[src/rtl/uart_tx_ctrl.sv]
// UART transmit controller: a small circular byte FIFO feeding an 8N1 serialiser.
// Bytes are sent LSB first at CLK_DIV clocks per bit, and back-to-back frames
// are sent with no idle gap. Every output is a register or a decode of one.
module uart_tx_ctrl #(
  parameter int CLK_DIV    = 16,
  parameter int FIFO_DEPTH = 8,
  parameter int CNT_W      = $clog2(FIFO_DEPTH + 1)
) (
  input  logic             clk,
  input  logic             reset,
  input  logic             wr_en,
  input  logic [7:0]       wr_data,
  output logic             fifo_full,
  output logic             fifo_empty,
  output logic [CNT_W-1:0] fifo_count,
  output logic             uart_tx,
  output logic             uart_tx_busy,
  output logic             next_bit
);

  localparam int PTR_W  = (FIFO_DEPTH > 1) ? $clog2(FIFO_DEPTH) : 1;
  localparam int BAUD_W = $clog2(CLK_DIV);
  localparam logic [BAUD_W-1:0] BAUD_LAST = BAUD_W'(CLK_DIV - 1);
  localparam logic [CNT_W-1:0]  DEPTH_C   = CNT_W'(FIFO_DEPTH);

  typedef enum logic [1:0] {IDLE, START, DATA, STOP} state_t;

  state_t            state, state_n;
  logic [BAUD_W-1:0] baud_cnt, baud_cnt_n;
  logic [2:0]        bit_idx, bit_idx_n;
  logic [7:0]        shift_reg, shift_n;
  logic              tx_n, busy_n, next_bit_n;
  logic              pop, wr_accept, period_end;

  logic [7:0]        fifo_mem [FIFO_DEPTH];
  logic [PTR_W-1:0]  wr_ptr, rd_ptr;
  logic [CNT_W-1:0]  count;

  // Flags are decoded from the registered occupancy, so wr_en never reaches
  // an output combinationally.
  assign fifo_count = count;
  assign fifo_full  = (count == DEPTH_C);
  assign fifo_empty = (count == '0);
  assign wr_accept  = wr_en & ~fifo_full;
  assign period_end = (baud_cnt == BAUD_LAST);

  // FIFO storage: data only, so it is not reset.
  always_ff @(posedge clk) begin
    if (wr_accept)
      fifo_mem[wr_ptr] <= wr_data;
  end

  // FIFO pointers and occupancy. A pop and a write on the same edge leave the count unchanged.
  always_ff @(posedge clk or posedge reset) begin
    if (reset) begin
      wr_ptr <= '0;
      rd_ptr <= '0;
      count  <= '0;
    end else begin
      if (wr_accept)
        wr_ptr <= wr_ptr + PTR_W'(1);
      if (pop)
        rd_ptr <= rd_ptr + PTR_W'(1);
      if (wr_accept && !pop)
        count <= count + CNT_W'(1);
      else if (!wr_accept && pop)
        count <= count - CNT_W'(1);
    end
  end

  // Next-state, baud counter, shifter and line value for the serialiser.
  always_comb begin
    state_n    = state;
    baud_cnt_n = baud_cnt;
    bit_idx_n  = bit_idx;
    shift_n    = shift_reg;
    tx_n       = uart_tx;
    busy_n     = uart_tx_busy;
    pop        = 1'b0;
    case (state)
      IDLE: begin
        tx_n       = 1'b1;
        busy_n     = 1'b0;
        baud_cnt_n = '0;
        if (!fifo_empty) begin
          pop     = 1'b1;
          shift_n = fifo_mem[rd_ptr];
          state_n = START;
          tx_n    = 1'b0;
          busy_n  = 1'b1;
        end
      end
      START: begin
        if (period_end) begin
          baud_cnt_n = '0;
          bit_idx_n  = '0;
          state_n    = DATA;
          tx_n       = shift_reg[0];
        end else begin
          baud_cnt_n = baud_cnt + BAUD_W'(1);
        end
      end
      DATA: begin
        if (period_end) begin
          baud_cnt_n = '0;
          if (bit_idx == 3'd7) begin
            state_n = STOP;
            tx_n    = 1'b1;
          end else begin
            shift_n   = {1'b0, shift_reg[7:1]};
            bit_idx_n = bit_idx + 3'd1;
            tx_n      = shift_reg[1];
          end
        end else begin
          baud_cnt_n = baud_cnt + BAUD_W'(1);
        end
      end
      STOP: begin
        if (period_end) begin
          baud_cnt_n = '0;
          if (!fifo_empty) begin
            // Chain straight into the next start bit; busy stays high.
            pop     = 1'b1;
            shift_n = fifo_mem[rd_ptr];
            state_n = START;
            tx_n    = 1'b0;
          end else begin
            state_n = IDLE;
            busy_n  = 1'b0;
          end
        end else begin
          baud_cnt_n = baud_cnt + BAUD_W'(1);
        end
      end
      default: begin
        state_n    = IDLE;
        baud_cnt_n = '0;
        tx_n       = 1'b1;
        busy_n     = 1'b0;
      end
    endcase
    // The strobe is registered, so it is computed from the counter's next value.
    next_bit_n = (state_n != IDLE) && (baud_cnt_n == BAUD_LAST);
  end

  // FSM and line registers. Reset aborts any frame in progress and idles the line high.
  always_ff @(posedge clk or posedge reset) begin
    if (reset) begin
      state        <= IDLE;
      baud_cnt     <= '0;
      bit_idx      <= '0;
      uart_tx      <= 1'b1;
      uart_tx_busy <= 1'b0;
      next_bit     <= 1'b0;
    end else begin
      state        <= state_n;
      baud_cnt     <= baud_cnt_n;
      bit_idx      <= bit_idx_n;
      uart_tx      <= tx_n;
      uart_tx_busy <= busy_n;
      next_bit     <= next_bit_n;
    end
  end

  // Shift register holding the byte in flight: data only, so it is not reset.
  always_ff @(posedge clk) begin
    shift_reg <= shift_n;
  end

endmodule

[config.mk]
export PLATFORM = sky130hd
export DESIGN_NAME = uart_tx_ctrl
export DESIGN_NICKNAME = d
export VERILOG_FILES = /design/src/rtl/uart_tx_ctrl.sv
export SDC_FILE = /design/constraint.sdc
export NUM_CORES = 1
export LEC_CHECK = 0
export ABC_AREA = 1
export BUFFER_PORTS_ARGS = -buffer_cell sky130_fd_sc_hd__buf_2
export CORE_ASPECT_RATIO = 1.1
export CORE_MARGIN = 2
export CORE_UTILIZATION = 60
export CTS_BUF_LIST = sky130_fd_sc_hd__clkbuf_16
export DETAILED_ROUTE_END_ITERATION = 8
export GPL_ROUTABILITY_DRIVEN = 1
export HOLD_SLACK_MARGIN = 0.06
export PLACE_DENSITY_LB_ADDON = 0.25
export SYNTH_ARGS = -nofsm -noshare
export SYNTH_HDL_FRONTEND = slang
export SYNTH_SLANG_ARGS = --single-unit
[constraint.sdc]
create_clock -name clk -period 3.35 [get_ports clk]
set_clock_uncertainty 0.15 [all_clocks]
set_input_delay 0.8375 -clock clk [delete_from_list [all_inputs] [get_ports clk]]
set_output_delay 0.8375 -clock clk [all_outputs]
set_load 0.1 [all_outputs]
==> summary.txt <==
Setup path
  – Largest delay contributor family on the critical path: simple AND/OR/NAND/NOR gates
  – Cell Chain, Critical Path: ha_1, nand3_2, nor2_1, inv_1, nand2_1, nand2_1, ha_1, inv_1, ha_1, nand2_1, inv_1, o21ai_0, nand2_1, nand2_1, a21o_1, nand2_1
  – CP Capture Type: flop
  – Req. time, crit path: 3.43 ns
  – Critical path data arrival time: 2.90 ns
  – CP max FO: 12
  – Slowest stage delay, CP: 0.37 ns
  – Reg2reg setup slack: 0.53 ns
  – Worst R2R End: fifo_count[3]
  – CP Launch Type: flop
  – Worst path slowest cell: dfrtp_1
  – Top cell by count, worst path: nand2_1
  – Stages on worst setup path: 16
  – Worst R2R Path Depth: 16
  – Kind of critical path: flop to flop
  – Reg-to-Reg Start: baud_cnt[0]
  – CP Buf/Inv Count: 3

Finish
  – Final Net Count: 428
  – Post-route cell area: 4660 sq um
  – Layout cells sized above 1: 13.5%
  – Max reg flops: 64
  – N_diodes: 0
  – Layout overhead on the synthesized area: 10.6%

Clock tree
  – Clock tree buffer depth: 2
  – Postcts setup bufs: 0
  – Clock Sinks: 94
  – CTS tree: yes
  – Hold bufs inserted after CTS: 0
  – CTS root buf: clkbuf_16
  – Gates resized, CTS repair: 0
  – CTS clock-pin slew for the worst setup and hold paths: 0.07 ns
  – H-tree levels: 3
  – Total CTS buffers: 9
  – Worst-skew pair later-pin latency: 0.34 ns

Synth
  – Synth Register Bits: 94
  – Most frequent cells after synthesis: edfxtp_1 (72), nor2_1 (66), nand2_1 (55), inv_1 (24), o21ai_1 (23)
  – Mapped Cells: 375
  – Post-synthesis net count: 400
  – Number of synthesized flops with an enable pin: 72
  – Main flop type after synthesis: edfxtp_1
  – Ys Warns: 0
  – Most frequent cell after synthesis: edfxtp_1
  – Cell area after synthesis: 4210 sq um
  – FFs w/ async S/R, synth: 23.4%
  – Dominant cell type by area after synthesis: edfxtp_1
  – Yosys top cell area share: 51.3%
  – Top cells by area, synth: edfxtp_1 (51%), dfrtp_1 (12%), nor2_1 (5.9%)
  – Unique masters post-synth: 33
  – Post-synthesis sequential area ratio: 64.4%
  – Mean post-synth cell area: 11.2 sq um

Routing
  – Drt via density: 5.55
  – TritonRoute pass-1 iters: 4
  – Met3 wire length: 285 microns
  – Met1 Routed Length: 3420 microns
  – Met2 WL post-DR: 4140 microns
  – DR top layer: met4
  – DRC Markers: 0
  – Final wirelength: 7910 microns
  – Detailed router's first-iteration violation count: 193
  – Post-DRT Antenna Nets: 0
  – Avg WL per Cell: 16.0 microns
  – Vias: 2736

Outcome
  – Status: finished, final reports clean

STA
  – Final setup TNS: 0 ns
  – RSZ-0062 raised after global routing: no
  – Slew Limit Fails: 0
  – Final hold vios: 0
  – # setup viols final: 0
  – Slew @ Worst Pin: 1.09 ns
  – Max Freq: 355 MHz
  – Final period utilization: 84.1%
  – Post-route minimum period: 2.82 ns
  – Slew headroom: 27.6%

Floorplanning
  – Die Y: 91.9 microns
  – Full die area: 7710 sq um
  – Initial core utilization: 60.8%
  – Rows: 32
  – Die span in x: 83.9 microns
  – Top-level port count: 20
  – CORE AREA: 6930 sq um

Global route
  – Global-route wire length before repair: 12900 microns
  – Vias in the first global route: 2707
  – Total gr overflow: 0
  – Total track usage: 22.0%
  – Initial antenna violation count: 0
  – Largest net degree at the start of global routing: 35

Hold path
  – Hold depth: 1
  – Min-delay src: baud_cnt[0]
  – Worst min path class: flop to flop
  – Hold Path End: baud_cnt[0]

Run
  – Max Cap Viol: 0

Place
  – Dpl cell area: 4370 sq um
  – Post-DP HPWL: 5070 microns
  – Port bufs: 19
  – Routability cong.: 0.805

Power
  – Power Total: 3.13 mW
  – Leakage dissipation: 1.83 nW
  – Pwr dens: 671 nW/um^2
  – Max IR drop VDD: 0.000508 V
-- layout by cell type (no fill, tap or decap), types with 3 or more instances in the layout --
cell       synthesis  final
inv_1             24     24
nand2_1           55     55
o21ai_0           20     20
xnor2_1            4      4
o21ai_1           23     23
clkbuf_16          0      9
a21oi_1            6      6
nor2_2             3      3
buf_4              2     10
buf_2              1     19
edfxtp_1          72     72
xor2_1             3      3
clkinv_2           0      3
ha_1              13     13
nor2_1            66     66
nand3_1           18     18
o211ai_1          16     16
dfrtp_1           21     21
-- cells by family (layout without fill, tap and decap cells) --
| group | Yosys count | count (layout) | share of synthesized area (%) |
|---|---|---|---|
| flip-flops | 94 | 94 | 64.4 |
| AO/OA/AOI/OAI | 68 | 68 | 9.21 |
| XOR/XNOR | 7 | 7 | 1.46 |
| adder cells (fa/ha/maj) | 14 | 14 | 4.34 |
| buffers and inverters | 40 | 73 | 5.32 |
| multiplexers | 1 | 1 | 0.267 |
| AND/OR/NAND/NOR | 151 | 151 | 15.0 |
-- report_power, final --
group	internal [mW]	total [mW]	switching, mW	leakage, nW
sequential	1.41	1.49	0.0762	0.923
clock	0.572	0.974	0.402	0.143
combinational	0.164	0.661	0.496	0.769
-- final cells by class --
cell class,count,area (sq um)
flip-flops and latches,94,2710
fillers,524,2270
multi-input cells,241,1270
clock buffers,9,225
repair buffers,29,170
inverters,28,108
well taps,85,106
clock inverters,7,62.6
-- layer usage --
metal	vias up	track usage (%)
met5	-	0
met4	0	4.57
met3	7	4.86
met2	62	40.3
met1	1319	26.9
li1	1348	-
-- metrics by stage --
stage,hold slack [ns],cells,worst slack (ns),utilization [%]
after floorplan,0.284,375,0.316,-
after global placement,0.300,477,0.765,63.1
after detailed placement,0.308,477,0.594,63.1
after CTS,0.317,493,0.559,67.3
after global routing,0.338,493,0.319,67.3
final,0.311,493,0.533,67.3
-- worst max path at each step --
stage                   from  slack (ns)       endpoint
3_3_place_gp     baud_cnt[0]        0.76  fifo_count[3]
4_1_cts          baud_cnt[0]        0.56  fifo_count[3]
3_5_place_dp     baud_cnt[0]        0.59  fifo_count[3]
5_1_grt          baud_cnt[0]        0.32  fifo_count[3]
2_1_floorplan  fifo_count[2]        0.32  fifo_count[3]
6_report         baud_cnt[0]        0.53  fifo_count[3]
(Power assumes the default switching activity.)
